## src/rtl/dsp_fetch_sequencer_pkg.sv

```systemverilog
// Shared definitions for the DSP fetch sequencer.
//   MEM_ADDR_LEN      : instruction address width
//   REG_WORD_LEN      : instruction / register word width
//   FETCH_QUEUE_DEPTH : entries in the fetched-word queue feeding decode
//   fetch_state_e     : sequencer FSM encoding
package dsp_fetch_sequencer_pkg;

   localparam int unsigned MEM_ADDR_LEN      = 16;
   localparam int unsigned REG_WORD_LEN      = 16;
   localparam int unsigned FETCH_QUEUE_DEPTH = 2;

   typedef enum logic [1:0] {
      StRun      = 2'd0,
      StRedirect = 2'd1,
      StHalted   = 2'd2
   } fetch_state_e;

endpackage

```

## src/rtl/dsp_fetch_queue.sv

```systemverilog
// Two-entry FIFO of fetched {pc, instr} pairs between imem and decode.
// Ports:
//   clk_i, rst_i          : clock, synchronous active-high reset
//   clear_i               : drop all entries (redirect); wins over push/pop
//   push_i, push_pc_i,
//   push_instr_i          : enqueue one word and its address
//   pop_i                 : dequeue head (ignored when empty)
//   head_pc_o,
//   head_instr_o          : oldest entry, stable until popped
//   empty_o, cnt_o        : occupancy status
module dsp_fetch_queue
   import dsp_fetch_sequencer_pkg::*;
#(
   parameter int unsigned ADDR_W  = MEM_ADDR_LEN,
   parameter int unsigned INSTR_W = REG_WORD_LEN
) (
   input  logic               clk_i,
   input  logic               rst_i,
   input  logic               clear_i,
   input  logic               push_i,
   input  logic [ADDR_W-1:0]  push_pc_i,
   input  logic [INSTR_W-1:0] push_instr_i,
   input  logic               pop_i,
   output logic [ADDR_W-1:0]  head_pc_o,
   output logic [INSTR_W-1:0] head_instr_o,
   output logic               empty_o,
   output logic [1:0]         cnt_o
);

   logic [ADDR_W-1:0]  pc_mem_q    [2];
   logic [ADDR_W-1:0]  pc_mem_d    [2];
   logic [INSTR_W-1:0] instr_mem_q [2];
   logic [INSTR_W-1:0] instr_mem_d [2];
   logic               wr_q, wr_d;
   logic               rd_q, rd_d;
   logic [1:0]         cnt_q, cnt_d;
   logic               full, do_push, do_pop;

   always_comb begin
      full        = (cnt_q == 2'(FETCH_QUEUE_DEPTH));
      do_pop      = pop_i && (cnt_q != 2'd0);
      // Push into a full queue is legal only when the head leaves this cycle.
      do_push     = push_i && (!full || do_pop);
      pc_mem_d    = pc_mem_q;
      instr_mem_d = instr_mem_q;
      wr_d        = wr_q;
      rd_d        = rd_q;
      cnt_d       = cnt_q;
      if (clear_i) begin
         wr_d  = 1'b0;
         rd_d  = 1'b0;
         cnt_d = 2'd0;
      end else begin
         if (do_push) begin
            pc_mem_d[wr_q]    = push_pc_i;
            instr_mem_d[wr_q] = push_instr_i;
            wr_d              = ~wr_q;
         end
         if (do_pop) begin
            rd_d = ~rd_q;
         end
         cnt_d = cnt_q + 2'(do_push) - 2'(do_pop);
      end
   end

   always_ff @(posedge clk_i) begin
      if (rst_i) begin
         wr_q  <= 1'b0;
         rd_q  <= 1'b0;
         cnt_q <= 2'd0;
      end else begin
         wr_q  <= wr_d;
         rd_q  <= rd_d;
         cnt_q <= cnt_d;
      end
   end

   // Storage needs no reset: occupancy alone decides what is valid.
   always_ff @(posedge clk_i) begin
      pc_mem_q    <= pc_mem_d;
      instr_mem_q <= instr_mem_d;
   end

   // The credit limit upstream must make overflow impossible.
   always_ff @(posedge clk_i) begin
      if (!rst_i && !clear_i) begin
         assert (!(push_i && full && !pop_i));
      end
   end

   assign head_pc_o    = pc_mem_q[rd_q];
   assign head_instr_o = instr_mem_q[rd_q];
   assign empty_o      = (cnt_q == 2'd0);
   assign cnt_o        = cnt_q;

endmodule

```

## src/rtl/dsp_fetch_sequencer.sv

```systemverilog
// Program counter and instruction-fetch sequencer for the DSP core.
// Issues in-order imem requests under a credit limit, queues returned words for decode,
// and on a taken jump redirects the pc, pulses flush and discards stale in-flight fetches.
// Ports:
//   clk, rst                      : clock, synchronous active-high reset
//   jump_flag, jump_addr          : taken-branch redirect from the branch unit
//   halt                          : stop issuing; in-flight fetches still drain
//   imem_req/addr/gnt             : fetch request handshake
//   imem_rvalid/rdata             : in-order read responses
//   instr_valid/ready, instr,
//   instr_pc                      : fetched word handshake to decode
//   flush                         : one-cycle kill of younger instructions after a jump
//   busy                          : requests outstanding or words queued
module dsp_fetch_sequencer
   import dsp_fetch_sequencer_pkg::*;
#(
   parameter int unsigned       ADDR_W    = MEM_ADDR_LEN,
   parameter int unsigned       INSTR_W   = REG_WORD_LEN,
   parameter logic [ADDR_W-1:0] RESET_PC  = '0,
   // Must not exceed the queue depth, otherwise the queue could overflow.
   parameter int unsigned       MAX_OUTST = 2
) (
   input  logic               clk,
   input  logic               rst,
   input  logic               jump_flag,
   input  logic [ADDR_W-1:0]  jump_addr,
   input  logic               halt,
   output logic               imem_req,
   output logic [ADDR_W-1:0]  imem_addr,
   input  logic               imem_gnt,
   input  logic               imem_rvalid,
   input  logic [INSTR_W-1:0] imem_rdata,
   output logic               instr_valid,
   input  logic               instr_ready,
   output logic [INSTR_W-1:0] instr,
   output logic [ADDR_W-1:0]  instr_pc,
   output logic               flush,
   output logic               busy
);

   localparam int unsigned CntW = $clog2(MAX_OUTST + 1);

   fetch_state_e       state_q, state_d;
   logic [ADDR_W-1:0]  pc_q, pc_d;
   logic [CntW-1:0]    outst_q, outst_d;
   logic [CntW-1:0]    drop_q, drop_d;
   logic [CntW:0]      used;
   logic               req_acc;
   logic               q_push, q_pop, q_clear, q_empty;
   logic [1:0]         q_cnt;
   logic [ADDR_W-1:0]  rsp_pc;

   always_comb begin
      instr_valid = !q_empty;
      q_pop       = instr_valid && instr_ready;
      // A word leaving the queue this cycle frees a credit immediately, which keeps
      // single-cycle imem streaming at one word per cycle.
      used        = {1'b0, outst_q} + (CntW+1)'(q_cnt) - (CntW+1)'(q_pop);
      imem_req    = !rst && !halt && (state_q != StHalted)
                    && (used < (CntW+1)'(MAX_OUTST));
      imem_addr   = pc_q;
      req_acc     = imem_req && imem_gnt;
      // Live requests are the newest ones, addressed pc-outst .. pc-1, so the
      // oldest live response belongs to pc - outst when nothing is left to drop.
      rsp_pc      = pc_q - ADDR_W'(outst_q);
      flush       = (state_q == StRedirect);
      busy        = (outst_q != '0) || !q_empty;

      state_d = state_q;
      pc_d    = pc_q;
      drop_d  = drop_q;
      q_push  = 1'b0;
      q_clear = 1'b0;
      outst_d = outst_q + CntW'(req_acc) - CntW'(imem_rvalid);

      if (jump_flag) begin
         // Everything still in flight after this cycle, including a grant taken
         // right now, predates the jump and must be thrown away.
         state_d = StRedirect;
         pc_d    = jump_addr;
         q_clear = 1'b1;
         drop_d  = outst_d;
      end else begin
         if (req_acc) begin
            pc_d = pc_q + ADDR_W'(1);
         end
         if (imem_rvalid) begin
            if (drop_q != '0) begin
               drop_d = drop_q - CntW'(1);
            end else begin
               q_push = 1'b1;
            end
         end
         unique case (state_q)
            StRun:      if (halt) state_d = StHalted;
            StRedirect: state_d = halt ? StHalted : StRun;
            StHalted:   if (!halt) state_d = StRun;
            default:    state_d = StRun;
         endcase
      end
   end

   always_ff @(posedge clk) begin
      if (rst) begin
         state_q <= StRun;
         pc_q    <= RESET_PC;
         outst_q <= '0;
         drop_q  <= '0;
      end else begin
         state_q <= state_d;
         pc_q    <= pc_d;
         outst_q <= outst_d;
         drop_q  <= drop_d;
      end
   end

   dsp_fetch_queue #(
      .ADDR_W  (ADDR_W),
      .INSTR_W (INSTR_W)
   ) u_queue (
      .clk_i        (clk),
      .rst_i        (rst),
      .clear_i      (q_clear),
      .push_i       (q_push),
      .push_pc_i    (rsp_pc),
      .push_instr_i (imem_rdata),
      .pop_i        (q_pop),
      .head_pc_o    (instr_pc),
      .head_instr_o (instr),
      .empty_o      (q_empty),
      .cnt_o        (q_cnt)
   );

endmodule

```

## config.mk

```make
export PLATFORM = sky130hd
export DESIGN_NAME = dsp_fetch_sequencer
export DESIGN_NICKNAME = d
export VERILOG_FILES = /design/src/rtl/dsp_fetch_sequencer_pkg.sv /design/src/rtl/dsp_fetch_queue.sv /design/src/rtl/dsp_fetch_sequencer.sv
export SDC_FILE = /design/constraint.sdc
export NUM_CORES = 1
export LEC_CHECK = 0
export CAP_MARGIN = 5
export CORE_UTILIZATION = 46
export DETAILED_ROUTE_END_ITERATION = 12
export MAX_ROUTING_LAYER = met4
export PLACE_DENSITY = 0.79
export SLEW_MARGIN = 20
export SYNTH_ARGS = -nofsm -noshare
export SYNTH_HDL_FRONTEND = slang
export SYNTH_SLANG_ARGS = --single-unit
export TNS_END_PERCENT = 10
```

## constraint.sdc

```tcl
create_clock -name clk -period 3.5 [get_ports clk]
set_input_delay 0.35 -clock clk [delete_from_list [all_inputs] [get_ports clk]]
set_output_delay 0.35 -clock clk [all_outputs]
set_load 0.03 [all_outputs]
```

Word level (Yosys, flattened, before mapping)
Index checks and enable logic that the tools add are counted.
{"block": "word_totals", "reg_bits": 90, "input_bits": 39, "output_inout_bits": 52}
{"block": "classes", "n_addsub": 9, "order_cmp": 4, "eq_ne": 8, "n_mux": 24, "bitwise": 5, "reduce_logical": 28}
{"operator": "$mux W16", "count": 9}
{"operator": "$bwmux W32", "count": 2}
{"operator": "$add A16 B1 Y16 const B", "count": 1}
{"operator": "$demux W16 S1", "count": 1}
{"operator": "$sub A16 B2 Y16", "count": 1}
{"operator": "$mux W2", "count": 6}
{"operator": "$reduce_bool A2 Y1", "count": 6}
{"operator": "$logic_and A1 B1 Y1", "count": 8}
{"operator": "$reduce_and A2 Y1", "count": 4}
{"operator": "$ne A2 B2 Y1 const B", "count": 3}
{"operator": "$ne A3 B3 Y1 const B", "count": 2}
{"operator": "$pmux W2 S3", "count": 1}
{"operator": "$mux W1", "count": 5}
{"operator": "$add A2 B1 Y2", "count": 2}
{"operator": "$eq A2 B2 Y1 const B", "count": 2}
{"operator": "$ge A2 B2 Y1 const B", "count": 2}
{"operator": "$logic_not A1 Y1", "count": 4}
{"operator": "$logic_not A2 Y1", "count": 2}
{"operator": "$not A1 Y2", "count": 2}
{"operator": "$reduce_or A2 Y1", "count": 2}
{"operator": "$sub A2 B1 Y2", "count": 2}
{"operator": "$add A2 B2 Y3", "count": 1}
{"operator": "$lt A3 B2 Y1 const B", "count": 1}
{"operator": "$not A1 Y1", "count": 3}
{"operator": "other kinds (5)", "count": 6}

Longest topological paths before layout
{"block": "depth", "ltp_word": 10, "depth_mapped": 16, "ltp_nobuf": 15}

Cells and area by module
A second synthesis with hierarchy kept.
{"block": "unflattened", "hier_cells": 327, "area_unflattened_um2": 4206.5}
{"mod": "dsp_fetch_queue", "instances": 1, "cells_per_inst": 123, "area_each_um2": 2551.2, "seq_area_each_um2": 2001.9}
{"mod": "dsp_fetch_sequencer", "instances": 1, "cells_per_inst": 204, "area_each_um2": 1655.3, "seq_area_each_um2": 440.4}

Worst setup path before layout
Ideal clock, no wire load.
{"block": "synth_path", "kind": "register to register", "from": "register u_queue.cnt_q[1] (netlist: u_queue.cnt_o[1])", "to": "register drop_q[1]", "setup_ps": 65, "arrival_ps": 3393, "required_time_ps": 3435, "slack_ps": 42, "stages_incl_launch_ff": 17, "path_buffers": 1, "synth_period_minus_slack_ps": 3458, "cell_sequence": "dfxtp_1 or2_2 and2_1 ha_1 inv_1 nand2_1 fa_1 nor3b_4 nand4_4 buf_2 ha_1 inv_1 ha_1 xnor2_1 xnor2_1 mux2_2 nor2_1"}
{"block": "synth_via", "elab_chain_cells": 10, "word_cells_on_any_way": 11, "cone_classes": "4 x add/sub; 1 x order compare; 1 x mux; 5 x reduce/logical"}
{"item": "from (decl)", "line": "dsp_fetch_queue.sv:36", "text": "logic [1:0] cnt_q, cnt_d;"}
{"item": "from (signal assigned)", "line": "dsp_fetch_queue.sv:74", "text": "cnt_q <= cnt_d;"}
{"item": "$logic_not A2 Y1", "line": "dsp_fetch_queue.sv:93", "text": "assign empty_o = (cnt_q == 2'd0);"}
{"item": "$logic_not A1 Y1", "line": "dsp_fetch_sequencer.sv:54", "text": "instr_valid = !q_empty;"}
{"item": "via instr_valid", "line": "dsp_fetch_sequencer.sv:33", "text": "output logic instr_valid,"}
{"item": "$logic_and A1 B1 Y1", "line": "dsp_fetch_sequencer.sv:55", "text": "q_pop = instr_valid && instr_ready;"}
{"item": "$sub A3 B1 Y3", "line": "dsp_fetch_sequencer.sv:58", "text": "used = {1'b0, outst_q} + (CntW+1)'(q_cnt) - (CntW+1)'(q_pop);"}
{"item": "$lt A3 B2 Y1", "line": "dsp_fetch_sequencer.sv:60", "text": "&& (used < (CntW+1)'(MAX_OUTST));"}
{"item": "$logic_and A1 B1 Y1", "line": "dsp_fetch_sequencer.sv:60"}
{"item": "$logic_and A1 B1 Y1", "line": "dsp_fetch_sequencer.sv:62", "text": "req_acc = imem_req && imem_gnt;"}
{"item": "$add A2 B1 Y2", "line": "dsp_fetch_sequencer.sv:74", "text": "outst_d = outst_q + CntW'(req_acc) - CntW'(imem_rvalid);"}
{"item": "$sub A2 B1 Y2", "line": "dsp_fetch_sequencer.sv:74"}
{"item": "$mux W2", "line": "dsp_fetch_sequencer.sv:76", "text": "if (jump_flag) begin"}
{"item": "to (signal assigned)", "line": "dsp_fetch_sequencer.sv:113", "text": "drop_q <= drop_d;"}
{"item": "to (decl)", "line": "dsp_fetch_sequencer.sv:46", "text": "logic [CntW-1:0] drop_q, drop_d;"}
The timed path passes the listed nets, and every way through them passes these cells.
A chain may end at the register's enable or synchronous reset.

Worst setup path after layout
{"block": "layout_path", "from": "register u_queue.cnt_q[1] (netlist: u_queue.cnt_o[1])", "to": "register drop_q[1]"}
{"block": "layout_via", "elab_chain_cells": 10, "word_cells_on_any_way": 11, "cone_classes": "4 x add/sub; 1 x order compare; 1 x mux; 5 x reduce/logical"}
{"item": "branches (longest 3 deep; another with $add A2 B2 Y3)"}
{"item": "$sub A3 B1 Y3 (*)", "line": "dsp_fetch_sequencer.sv:58"}
{"item": "$lt A3 B2 Y1 (*)", "line": "dsp_fetch_sequencer.sv:60"}
{"item": "$logic_and A1 B1 Y1 (*)", "line": "dsp_fetch_sequencer.sv:60"}
{"item": "$logic_and A1 B1 Y1 (*)", "line": "dsp_fetch_sequencer.sv:62"}
{"item": "$add A2 B1 Y2 (*)", "line": "dsp_fetch_sequencer.sv:74"}
{"item": "$sub A2 B1 Y2 (*)", "line": "dsp_fetch_sequencer.sv:74"}
{"item": "$mux W2 (*)", "line": "dsp_fetch_sequencer.sv:76"}
Every way passes the cells marked *.

==> metrics <==
status=finished clean; CTS root buf=clkbuf_8; r2r worst-path depth=15; Area after DPL=5210 µm²; Cell Pwr Density=slightly below 500 nW/µm²; Synth top area share=between 40% and 50%; Worst Path Max Fanout=3; detailed placer's ending HPWL=between 6000 and 7000 µm; Clock transition at path regs=around 90 ps; Yosys top cell by area=edfxtp_1; critical path capture point type=register; Max Transition Viols Final=0; Leak Pwr=1.88 nW; top cells by area, synth=edfxtp_1 (46%), dfxtp_1 (12%), mux2_2 (9.1%), xnor2_1 (3.1%), ha_1 (2.7%); I/O Pins=91; total congestion overflow=0; CTS sink count=90; fin worst setup slack=roughly 150 ps; Yosys reg bits=90; Net Count, Synth=roughly 380; Initial DRT Pass Iterations=4; cell area after synthesis=between 4000 and 5000 µm²; design area=5430 µm²; fin crit period=3350 ps; final wirelength=8670 µm; Worst Path Class, Setup=reg2reg; clock skew after layout=12.6 ps; Vert. Die Dim=97.6 µm; Synth Instances=328; crit-path cells=or2_2 -> and2_1 -> ha_1 -> inv_1 -> nand2_1 -> fa_1 -> nor3b_4 -> nand4_4 -> ha_1 -> inv_1 -> ha_1 -> xnor2_1 -> xnor2_1 -> mux2_2 -> nor2_1; Rows=34; detailed-route via count=around 2900; number of global-route vias before repair=2886; DP Worst Slack=53.7 ps; worst hold path class=reg2reg; drt wl/cell=16.3 µm; PnR Total Power=between 2 and 3 mW; MaxCap Viol Count=0; CTS tree=yes; n_diodes=0; GPL Wtd Cong=0.835; largest net degree at the start of global routing=33; Std-Cell Core Area=about 8800 µm²; Final #Nets=~470; syn avg cell area=12.8 µm²; Peak VDD IR=between 300 and 400 µV; crit share post-route=95.7%; Main synth FF type=edfxtp_1; H-tree Lvls=3; Yosys cell types=between 40 and 50; Initial Util=47.9%; area grow syn2layout=29.3%; Top cell by count, worst path=ha_1; DRT iter0 DRCs=130; WHS Path Cells=1; Hold WS=442 ps; CP max stage delay=490 ps; slowest cell on the critical path=fa_1; DRC viols=0; I/O Buffers=90; GRT Overall Usage=19.2%; hold_buf cts=0; CTS Buf Count=9; Skew-Pair Late Insertion Delay=350 ps; post-route ant nets=0; worst path required time=3780 ps; chip width=97.6 µm; Yosys warnings=0; die footprint=~9500 µm²; Synth async-reset ratio=0%; post-DR vias/cell=5.39; Peak Freq=298 MHz; Tightest Pin Transition=690 ps; critical path arrival=3630 ps; Final Hold Fails=0; sequential cell area fraction in the yosys report=58.1%; Finish-stage setup viols=0; CTS Buffer Depth=2; Slew headroom=53.8%; initial antenna violation count=0; CP Launch Type=register; Util after Layout=62.0%; unrepaired setup endpoints after global routing=yes; layout cells sized above 1=16.0%; Post-synth EDFFs=64; global-route wire length before repair=between 10000 and 15000 µm
[through the flow]
step           cells  setup TNS [ps]
2_1_floorplan    328               0
3_3_place_gp     513               0
3_5_place_dp     513               0
4_1_cts          529               0
5_1_grt          532           -33.1
6_report         532               0
[power breakdown]
part           internal, mW  switching [mW]
sequential             1.23          0.0527
combinational         0.279           0.332
clock                 0.341           0.374
[worst paths after layout]
| check | start | end | slack [ps] |
|---|---|---|---|
| worst max register to register | u_queue.cnt_o[1] | drop_q[1] | 150 |
| worst min register to register | state_q[0] | state_q[1] | 440 |
| worst min-delay path | state_q[0] | state_q[1] | 440 |
| worst max-delay path | u_queue.cnt_o[1] | drop_q[1] | 150 |
[sequential cells by signal, summed over array words and instances, names as in the netlist]
signal	cells
u_queue.rd_q	1
u_queue.pc_mem_q	32
u_queue.wr_q	1
imem_addr	16
u_queue.cnt_o	2
u_queue.instr_mem_q	32
drop_q	2
state_q	2
outst_q	2
[logic make-up (layout without fill, tap and decap cells)]
logic type                 count (synthesis)  after routing  share of synthesized area, %
AOI/OAI and AO/OA                         34             34                          6.29
and+or+nand+nor                           98             98                          13.9
xor gates and xnor gates                  22             22                          4.59
adders and majority gates                 11             11                          3.63
muxes                                     35             35                          9.35
buffers and inverters                     38            134                          4.05
DFF                                       90             90                          58.1
[repair_timing]
item                                    4_1_cts  5_1_grt
resized for setup                             1        0
pin swaps                                     0        1
endpoints found under the setup margin        1        3
endpoints found under the hold margin         0        0
setup buffers                                 0        3
gates cloned                                  0        0
[worst max-delay path, delay by kind of cell, from the launching register on]
kind | cells | cell delay [ps]
buffers and inverters | 2 | 130
adders and majority gates | 4 | 1240
xor gates and xnor gates | 2 | 270
muxes | 1 | 260
and+or+nand+nor | 6 | 1040
DFF | 1 | 340
[area by class of cell]
type | instances | area (µm²)
fillers | 719 | 3330
clock buffers | 10 | 128
inverters | 17 | 63.8
repair buffers | 101 | 995
well taps | 108 | 135
flip-flops and latches | 90 | 2440
multi-input cells | 200 | 1600
clock inverters | 6 | 72.6
[cell usage after synthesis, types with 2 or more instances]
cell	n
edfxtp_1	64
mux2_2	34
dfxtp_1	26
nor2_1	26
inv_1	17
xnor2_1	15
nand2_1	14
a311oi_1	11
clkbuf_1	11
ha_1	9
buf_2	7
nand3_1	7
nor2b_1	7
xor2_1	7
nor3_1	6
o31ai_1	6
or3_1	6
or4_1	6
o21ai_0	5
and3_1	4
nor4_1	4
a211oi_1	3
a21oi_1	3
and2_1	3
a2111oi_1	2
buf_6	2
fa_1	2
nand2b_1	2
nand3b_1	2
nand4_1	2
o31a_1	2
o41a_1	2
[per-layer routing]
metal	GRT usage, %	routed length (µm)
met3	3.24	416
met5	-	0
met4	7.47	157
met1	22.6	3680
met2	32.9	4410
[layout by cell type (no fill, tap or decap), types with 5 or more instances in the layout]
cell,netlist,routed
clkdlybuf4s50_1,0,89
edfxtp_1,64,64
mux2_2,34,34
nor2_1,26,26
dfxtp_1,26,26
inv_1,17,17
xnor2_1,15,15
nand2_1,14,14
a311oi_1,11,11
buf_4,1,10
ha_1,9,9
clkbuf_8,0,9
xor2_1,7,7
nand3_1,7,7
nor2b_1,7,6
nor3_1,6,6
or3_1,6,6
o31ai_1,6,6
or4_1,6,6
o21ai_0,5,5
No activity file was read; power rests on OpenSTA's default activity.
